### config.mk
export PLATFORM = sky130hd
export DESIGN_NAME = trng_byte_collector
export DESIGN_NICKNAME = d
export VERILOG_FILES = /design/src/rtl/trng_byte_collector.sv
export SDC_FILE = /design/constraint.sdc
export NUM_CORES = 1
export LEC_CHECK = 0
export CAP_MARGIN = 20
export CORE_MARGIN = 2
export CORE_UTILIZATION = 55
export CTS_CLUSTER_SIZE = 40
export DETAILED_ROUTE_END_ITERATION = 6
export PLACE_DENSITY = 0.8
export REMOVE_ABC_BUFFERS = 1
export SLEW_MARGIN = 20
export SYNTH_ARGS = -nofsm -noshare
export SYNTH_HDL_FRONTEND = slang
export SYNTH_SLANG_ARGS = --single-unit
### constraint.sdc
create_clock -name clk -period 6.9 [get_ports clk]
set_input_delay 1.38 -clock clk [delete_from_list [all_inputs] [get_ports clk]]
set_output_delay 1.38 -clock clk [all_outputs]
set_load 0.01 [all_outputs]
### src/rtl/trng_byte_collector.sv
// Raw random bit collector: assembles WIDTH-bit words and runs a sticky repetition-count
// health test. Define TRNG_VON_NEUMANN_EN to debias the raw stream with pairwise extraction.
module trng_byte_collector #(
   parameter int WIDTH     = 8,
   parameter int REP_LIMIT = 16
) (
   input  logic             clk,
   input  logic             rst_n,
   input  logic             enabled,
   input  logic             rnd_bit,
   output logic [WIDTH-1:0] rnd_data,
   output logic             rnd_valid,
   input  logic             rnd_ready,
   output logic             health_fail
);
   localparam int               CNT_W    = $clog2(WIDTH + 1);
   localparam logic [7:0]       REP_LIM  = 8'(REP_LIMIT);
   localparam logic [CNT_W-1:0] CNT_LAST = CNT_W'(WIDTH);

   typedef enum logic [1:0] {
      ST_IDLE    = 2'd0,
      ST_COLLECT = 2'd1,
      ST_HOLD    = 2'd2,
      ST_FAIL    = 2'd3
   } state_t;

   state_t           r_state, w_state_nxt;
   logic [WIDTH-2:0] r_sh, w_sh_nxt;
   logic [CNT_W-1:0] r_cnt, w_cnt_nxt, w_cnt_inc;
   logic [7:0]       r_rep, w_rep_nxt, w_rep_inc;
   logic             r_prev, w_prev_nxt;
   logic [WIDTH-1:0] r_data, w_data_nxt, w_word;
   logic             r_valid, w_valid_nxt;
   logic             r_fail, w_fail_nxt;
   logic             w_trip, w_accept, w_acc_bit, w_last;

`ifdef TRNG_VON_NEUMANN_EN
   logic r_pend, w_pend_nxt, r_first, w_first_nxt;
   // A pair of differing raw bits yields its first bit; equal pairs yield nothing.
   assign w_accept  = r_pend && (r_first != rnd_bit);
   assign w_acc_bit = r_first;
`else
   assign w_accept  = 1'b1;
   assign w_acc_bit = rnd_bit;
`endif

   assign w_rep_inc = (rnd_bit != r_prev) ? 8'd1 :
                      (r_rep == 8'hFF)    ? r_rep : r_rep + 8'd1;
   assign w_trip    = (w_rep_inc == REP_LIM);
   assign w_word    = {r_sh, w_acc_bit};
   assign w_cnt_inc = r_cnt + CNT_W'(1);
   assign w_last    = (w_cnt_inc == CNT_LAST);

   assign rnd_data    = r_data;
   assign rnd_valid   = r_valid;
   assign health_fail = r_fail;

   // State register.
   always_ff @(posedge clk or negedge rst_n) begin
      if (!rst_n) begin
         r_state <= ST_IDLE;
      end else begin
         r_state <= w_state_nxt;
      end
   end

   // Next-state logic; a health trip outranks word completion and handshake.
   always_comb begin
      w_state_nxt = r_state;
      case (r_state)
         ST_IDLE: begin
            if (enabled) w_state_nxt = ST_COLLECT;
            else         w_state_nxt = ST_IDLE;
         end
         ST_COLLECT: begin
            if (!enabled)              w_state_nxt = ST_IDLE;
            else if (w_trip)           w_state_nxt = ST_FAIL;
            else if (w_accept && w_last) w_state_nxt = ST_HOLD;
            else                       w_state_nxt = ST_COLLECT;
         end
         ST_HOLD: begin
            if (enabled && w_trip) w_state_nxt = ST_FAIL;
            else if (rnd_ready)    w_state_nxt = enabled ? ST_COLLECT : ST_IDLE;
            else                   w_state_nxt = ST_HOLD;
         end
         ST_FAIL: w_state_nxt = ST_FAIL;
         default: w_state_nxt = ST_IDLE;
      endcase
   end

   // Datapath and output next values.
   always_comb begin
      w_sh_nxt    = r_sh;
      w_cnt_nxt   = r_cnt;
      w_rep_nxt   = r_rep;
      w_prev_nxt  = r_prev;
      w_data_nxt  = r_data;
      w_valid_nxt = r_valid;
      w_fail_nxt  = r_fail;
`ifdef TRNG_VON_NEUMANN_EN
      w_pend_nxt  = r_pend;
      w_first_nxt = r_first;
`endif
      case (r_state)
         ST_IDLE: begin
            if (enabled) begin
               w_rep_nxt  = 8'd1;
               w_prev_nxt = rnd_bit;
`ifdef TRNG_VON_NEUMANN_EN
               w_pend_nxt  = 1'b1;
               w_first_nxt = rnd_bit;
`else
               w_sh_nxt  = w_word[WIDTH-2:0];
               w_cnt_nxt = CNT_W'(1);
`endif
            end else begin
               w_cnt_nxt = '0;
            end
         end
         ST_COLLECT: begin
            if (!enabled) begin
               w_cnt_nxt = '0;
               w_rep_nxt = 8'd0;
`ifdef TRNG_VON_NEUMANN_EN
               w_pend_nxt = 1'b0;
`endif
            end else begin
               w_rep_nxt  = w_rep_inc;
               w_prev_nxt = rnd_bit;
               if (w_trip) begin
                  w_fail_nxt  = 1'b1;
                  w_valid_nxt = 1'b0;
               end else begin
`ifdef TRNG_VON_NEUMANN_EN
                  w_pend_nxt  = !r_pend;
                  w_first_nxt = rnd_bit;
`endif
                  if (w_accept) begin
                     w_sh_nxt = w_word[WIDTH-2:0];
                     if (w_last) begin
                        w_data_nxt  = w_word;
                        w_valid_nxt = 1'b1;
                        w_cnt_nxt   = '0;
                     end else begin
                        w_cnt_nxt = w_cnt_inc;
                     end
                  end else begin
                     w_cnt_nxt = r_cnt;
                  end
               end
            end
         end
         ST_HOLD: begin
            if (enabled) begin
               w_rep_nxt  = w_rep_inc;
               w_prev_nxt = rnd_bit;
            end else begin
               w_rep_nxt = r_rep;
            end
            if (enabled && w_trip) begin
               w_fail_nxt  = 1'b1;
               w_valid_nxt = 1'b0;
            end else if (rnd_ready) begin
               w_valid_nxt = 1'b0;
               if (!enabled) w_rep_nxt = 8'd0;
               else          w_rep_nxt = w_rep_inc;
            end else begin
               w_valid_nxt = r_valid;
            end
         end
         ST_FAIL: begin
            w_valid_nxt = 1'b0;
            w_fail_nxt  = 1'b1;
         end
         default: begin
            w_valid_nxt = 1'b0;
         end
      endcase
   end

   // Datapath and output registers.
   always_ff @(posedge clk or negedge rst_n) begin
      if (!rst_n) begin
         r_sh    <= '0;
         r_cnt   <= '0;
         r_rep   <= 8'd0;
         r_prev  <= 1'b0;
         r_data  <= '0;
         r_valid <= 1'b0;
         r_fail  <= 1'b0;
`ifdef TRNG_VON_NEUMANN_EN
         r_pend  <= 1'b0;
         r_first <= 1'b0;
`endif
      end else begin
         r_sh    <= w_sh_nxt;
         r_cnt   <= w_cnt_nxt;
         r_rep   <= w_rep_nxt;
         r_prev  <= w_prev_nxt;
         r_data  <= w_data_nxt;
         r_valid <= w_valid_nxt;
         r_fail  <= w_fail_nxt;
`ifdef TRNG_VON_NEUMANN_EN
         r_pend  <= w_pend_nxt;
         r_first <= w_first_nxt;
`endif
      end
   end

endmodule

# Word level (Yosys, flattened, before mapping)
# Cells that the tools add are included.
dict set report word_totals {
  wordCells 73
  out_inout_bits 10
  reg_bits 32
  in_bits 5
}
dict set report op_classes {
  n_mux 34
  eq_ne 15
  add_sub_neg 2
  n_reduce_logical 13
  bitwise 1
}
# operator count
set ops {}
lappend ops {{8-bit 2-to-1 mux} 7}
lappend ops {{8-bit one-hot mux with 3 select lines} 1}
lappend ops {{7-bit 2-to-1 mux} 3}
lappend ops {{4-bit AND reduction} 4}
lappend ops {{7-bit one-hot mux with 2 select lines} 1}
lappend ops {{4-bit 2-to-1 mux} 3}
lappend ops {{1-bit 2-to-1 mux} 10}
lappend ops {{2-bit 2-to-1 mux} 5}
lappend ops {{2-bit inequality test, second input constant} 5}
lappend ops {{3-bit inequality test, second input constant} 3}
lappend ops {{8-bit by 1-bit adder with 8-bit output, second input constant} 1}
lappend ops {{8-bit by 5-bit equality test with 1-bit output, second input constant} 1}
lappend ops {{8-bit equality test, second input constant} 1}
lappend ops {{2-bit one-hot mux with 4 select lines} 1}
lappend ops {{4-bit one-hot mux with 2 select lines} 1}
lappend ops {{1-bit one-hot mux with 3 select lines} 2}
lappend ops {{2-bit AND reduction} 3}
lappend ops {{3-bit nonzero test} 2}
lappend ops {{4-bit by 1-bit adder with 4-bit output, second input constant} 1}
lappend ops {{2-bit equality test, second input constant} 2}
lappend ops {{4-bit equality test, second input constant} 1}
lappend ops {{3-bit OR reduction} 1}
lappend ops {{2-bit by 1-bit equality test with 1-bit output, second input constant} 1}
lappend ops {{2-bit logical NOT} 1}
lappend ops {{4 further kinds} 4}

# Longest topological paths before layout
dict set report logic_depth {
  depth_word 7
  depth_mapped 9
  mapped_depth_nobuf 8
}

# Least setup slack after synthesis
# Ideal clock, no wire load.
dict set report synth_timing {
  kind {in2reg}
  start {input rnd_bit}
  end {register r_rep[6]}
  required_ps 6823
  setup_ps 77
  stages 5
  arrival_ps 2623
  path_slack_ps 4200
  path_cell_list {xor2_2 > nor4b_1 > clkbuf_1 > o21ai_0 > a21oi_1}
}
dict set report synth_via {
  elab_chain_cells 6
  word_cells_on_any_way 9
}
# element line_no
set synth_lines {}
lappend synth_lines {{from (decl)} 10} ;# input logic rnd_bit,
lappend synth_lines {{1-bit inequality test *} 47} ;# assign w_rep_inc = (rnd_bit != r_prev) ? 8'd1 :
lappend synth_lines {{8-bit 2-to-1 mux *} 47}
lappend synth_lines {{8-bit by 5-bit equality test with 1-bit output, or another cell as far along} 49} ;# assign w_trip = (w_rep_inc == REP_LIM);
lappend synth_lines {{1-bit logical AND / 8-bit 2-to-1 mux (equally long branches)} {160, 163}}
lappend synth_lines {{8-bit 2-to-1 mux} 160} ;# if (enabled && w_trip) begin
lappend synth_lines {{8-bit one-hot mux with 3 select lines *} 104} ;# case (r_state)
lappend synth_lines {{to (signal assigned)} 198} ;# r_rep <= w_rep_nxt;
lappend synth_lines {{to (decl)} 30} ;# logic [7:0] r_rep, w_rep_nxt, w_rep_inc;
# Mark *: on every way between the ends. The rest lies on a longest branch, timed or not.
# A chain may end at the register's enable or synchronous reset.

# Worst setup path after layout
dict set report layout_timing {
  start {input rnd_bit}
  end {register r_data[0] (netlist: rnd_data[0])}
}
dict set report layout_via {
  elab_chain_cells 5
}
# element line_no
set layout_lines {}
lappend layout_lines {{1-bit inequality test} 47}
lappend layout_lines {{8-bit 2-to-1 mux} 47}
lappend layout_lines {{8-bit by 5-bit equality test with 1-bit output} 49}
lappend layout_lines {{1-bit NOT (no line)} n/a}
lappend layout_lines {{4-bit AND reduction (no line)} n/a}
lappend layout_lines {{to (signal assigned)} 200} ;# r_data <= w_data_nxt;
lappend layout_lines {{to (decl)} 32} ;# logic [WIDTH-1:0] r_data, w_data_nxt, w_word;
# Several ways; a longest one is shown, not always the timed one.

==> impl_results.md <==
- Outcome: finished clean
- Synth Warn #: 0
- DRC viols: 0
- Avg Cell Area, Syn: 10.1 um2
- Critical Path Slowest Stage Cell: nor4_4
- Gpl congestion: 0.868
- CP startpoint kind: input port
- Clock tree buffer depth: 2
- Period utilization: 50.5%
- Setup-failing EPs final: 0
- Overall global routing resource usage: 22.6%
- VDD IR-drop max: 0.000148 V
- Port Buffers: 14
- Mapped cell area: 1900 um2
- Final cell count without fillers: 245
- Setup CP Type: input port to flop
- Initial antenna violation count: 0
- Ys async rst share: 100%
- Placed Cells: 237
- Io pins: 15
- Setup tns final: 0 ns
- Core Area: 3340 um2
- DRT antenna net count: 0
- Post-CTS Resized: 0
- Maximum achievable frequency: 287 MHz
- Cells along the critical path: clkdlybuf4s50_1, xor2_2, nor4_4, or3_1, mux2_4
- Vias in the first global route: 1,459
- Sum of buffers and inverters on the critical path: 1
- Die area: 3930 um2
- Most frequent cells in the layout: dfrtp_1, nor2_1, nand2_1, a21oi_1, clkdlybuf4s50_1
- Global-route wire length before repair: 6.91 mm
- Leakage: 0.000885 uW
- Slowest stage delay, CP: 0.71 ns
- Number of enable-type register cells in the synthesized netlist: 0
- Hold path depth: 1
- Initial Util: 56.8%
- Drt total wl: 4.03 mm
- Die Y-Extent: 62.7 um
- CTS tree: done
- Total global routing overflow: 0
- Inserted Diodes: 0
- H-tree depth: 2
- Commonest non-fill, non-tap cell in the layout: dfrtp_1
- Critical path data arrival time: 3.72 ns
- Layout overhead on the synthesized area: 12.1%
- Tmin final: 3.48 ns
- Relative slew slack: 48.7%
- Post-CTS Hold Buffers: 0
- Critical path data required time: 7.14 ns
- Reg2Reg Depth: 7
- Register area share after synthesis: 42.2%
- PnR worst setup slack: 3.42 ns
- CTS buffer count: 5
- Share of cells above drive strength 1: 12.6%
- Layout net count: 209
- Worst-path maximum fanout: 13
- Largest net degree at the start of global routing: 33
- Post-synthesis register bit count: 32
- 1st-iter DRT viols: 187
- Vias: 1,480
- Library cells used by synthesis: 49
- Worst-Skew Late Latency: 0.35 ns
- Routed vias/inst: 6.04
- Chip Width: 62.7 um
- Mapped Cells: 187
- Hold Crit Class: flop to flop
- CP endpoint kind: flop
- Setup WS pre-CTS: 3.08 ns
- Post-synth top flop: dfrtp_1
- Synth top area cells: dfrtp_1, mux2_4, mux2_1
- Stages on worst setup path: 5
- CP delay by family, top: simple AND/OR/NAND/NOR gates
- Flop-to-flop setup slack: 3.66 ns
- Postcts setup bufs: 0
- CTS root buf: clkbuf_4
- Cell taking the most area after synthesis: dfrtp_1
- Max Cap Viol: 0
- Worst slew pin tran: 0.764 ns
- Routed len/inst: 16.4 um
- Final max-slew violation count: 0
- Drt pass-1 iters: 4
- DP Wirelength: 2.80 mm
- Final Skew: 0.00942 ns
- Clk slew on worst S/H paths: 0.11 ns
- FP Rows: 21
- Top cell type's share of synthesized area: 42.2%
- Endpoints failing hold: 0
- Hold_ws: 0.510 ns
- Power density over the cells: 204 nW/um2
- RSZ-0062 raised after global routing: no
- # clock sinks: 32
synthesized netlist by cell type (3+ instances only):
master	count
dfrtp_1	32
nand2_1	17
nor2_1	17
a21oi_1	15
mux2_4	8
inv_1	7
mux2_1	7
ha_1	6
clkbuf_1	5
nand3_1	5
o21ai_0	5
o21ai_1	5
mux2i_1	4
a31oi_1	3
buf_6	3
nor2b_1	3
o211ai_1	3
o22ai_1	3
cells by family (layout without fill, tap and decap cells):
group	after synthesis	after routing	synth area share (%)
xor+xnor	2	2	1.32
compound gates	46	46	15.8
fa+ha+maj	6	6	3.96
mux	20	20	13.8
buf+inv	19	31	5.28
flops	32	32	42.2
simple gates	62	62	17.7
routing by layer:
layer | vias to the layer above | GRT usage [%] | routed length, um
li1 | 697 | - | -
met1 | 736 | 28.6 | 1770
met2 | 36 | 37.5 | 2010
met3 | 11 | 4.14 | 153
met4 | 0 | 10.8 | 93
met5 | - | 0 | 0
through the flow:
step	power (uW)	utilization (%)	area, um2
2_1_floorplan	265	-	1830
3_3_place_gp	284	61.1	2040
3_5_place_dp	290	61.1	2040
4_1_cts	435	63.5	2120
5_1_grt	455	63.7	2130
6_report	434	63.7	2130
report_power, final:
part           switching, uW  internal [uW]
clock network           71.5           75.4
registers               18.1            208
logic                   32.2           28.1
total                    122            312
worst paths after layout:
path                                to     start
max                        rnd_data[0]   rnd_bit
min                            r_sh[6]   r_sh[6]
max reg2reg                rnd_data[0]  r_rep[0]
min reg2reg                    r_sh[6]   r_sh[6]
max in group asynchronous  rnd_data[5]     rst_n
min in group asynchronous  rnd_data[7]     rst_n
sequential cells by signal, indices dropped and copies added (netlist names):
signal	flops
r_prev	1
r_rep	8
rnd_data	8
r_state	2
r_cnt	4
health_fail	1
rnd_valid	1
r_sh	7
cell type report:
| class | instances | area [um2] |
|---|---|---|
| fill | 271 | 1210 |
| inverter | 8 | 30.0 |
| tap | 46 | 57.6 |
| sequential | 32 | 801 |
| clock buffer | 5 | 37.5 |
| clock inverter | 3 | 42.5 |
| multi-input combinational | 136 | 1010 |
| timing repair buffer | 15 | 148 |
Power figures use the tool's default switching activity.
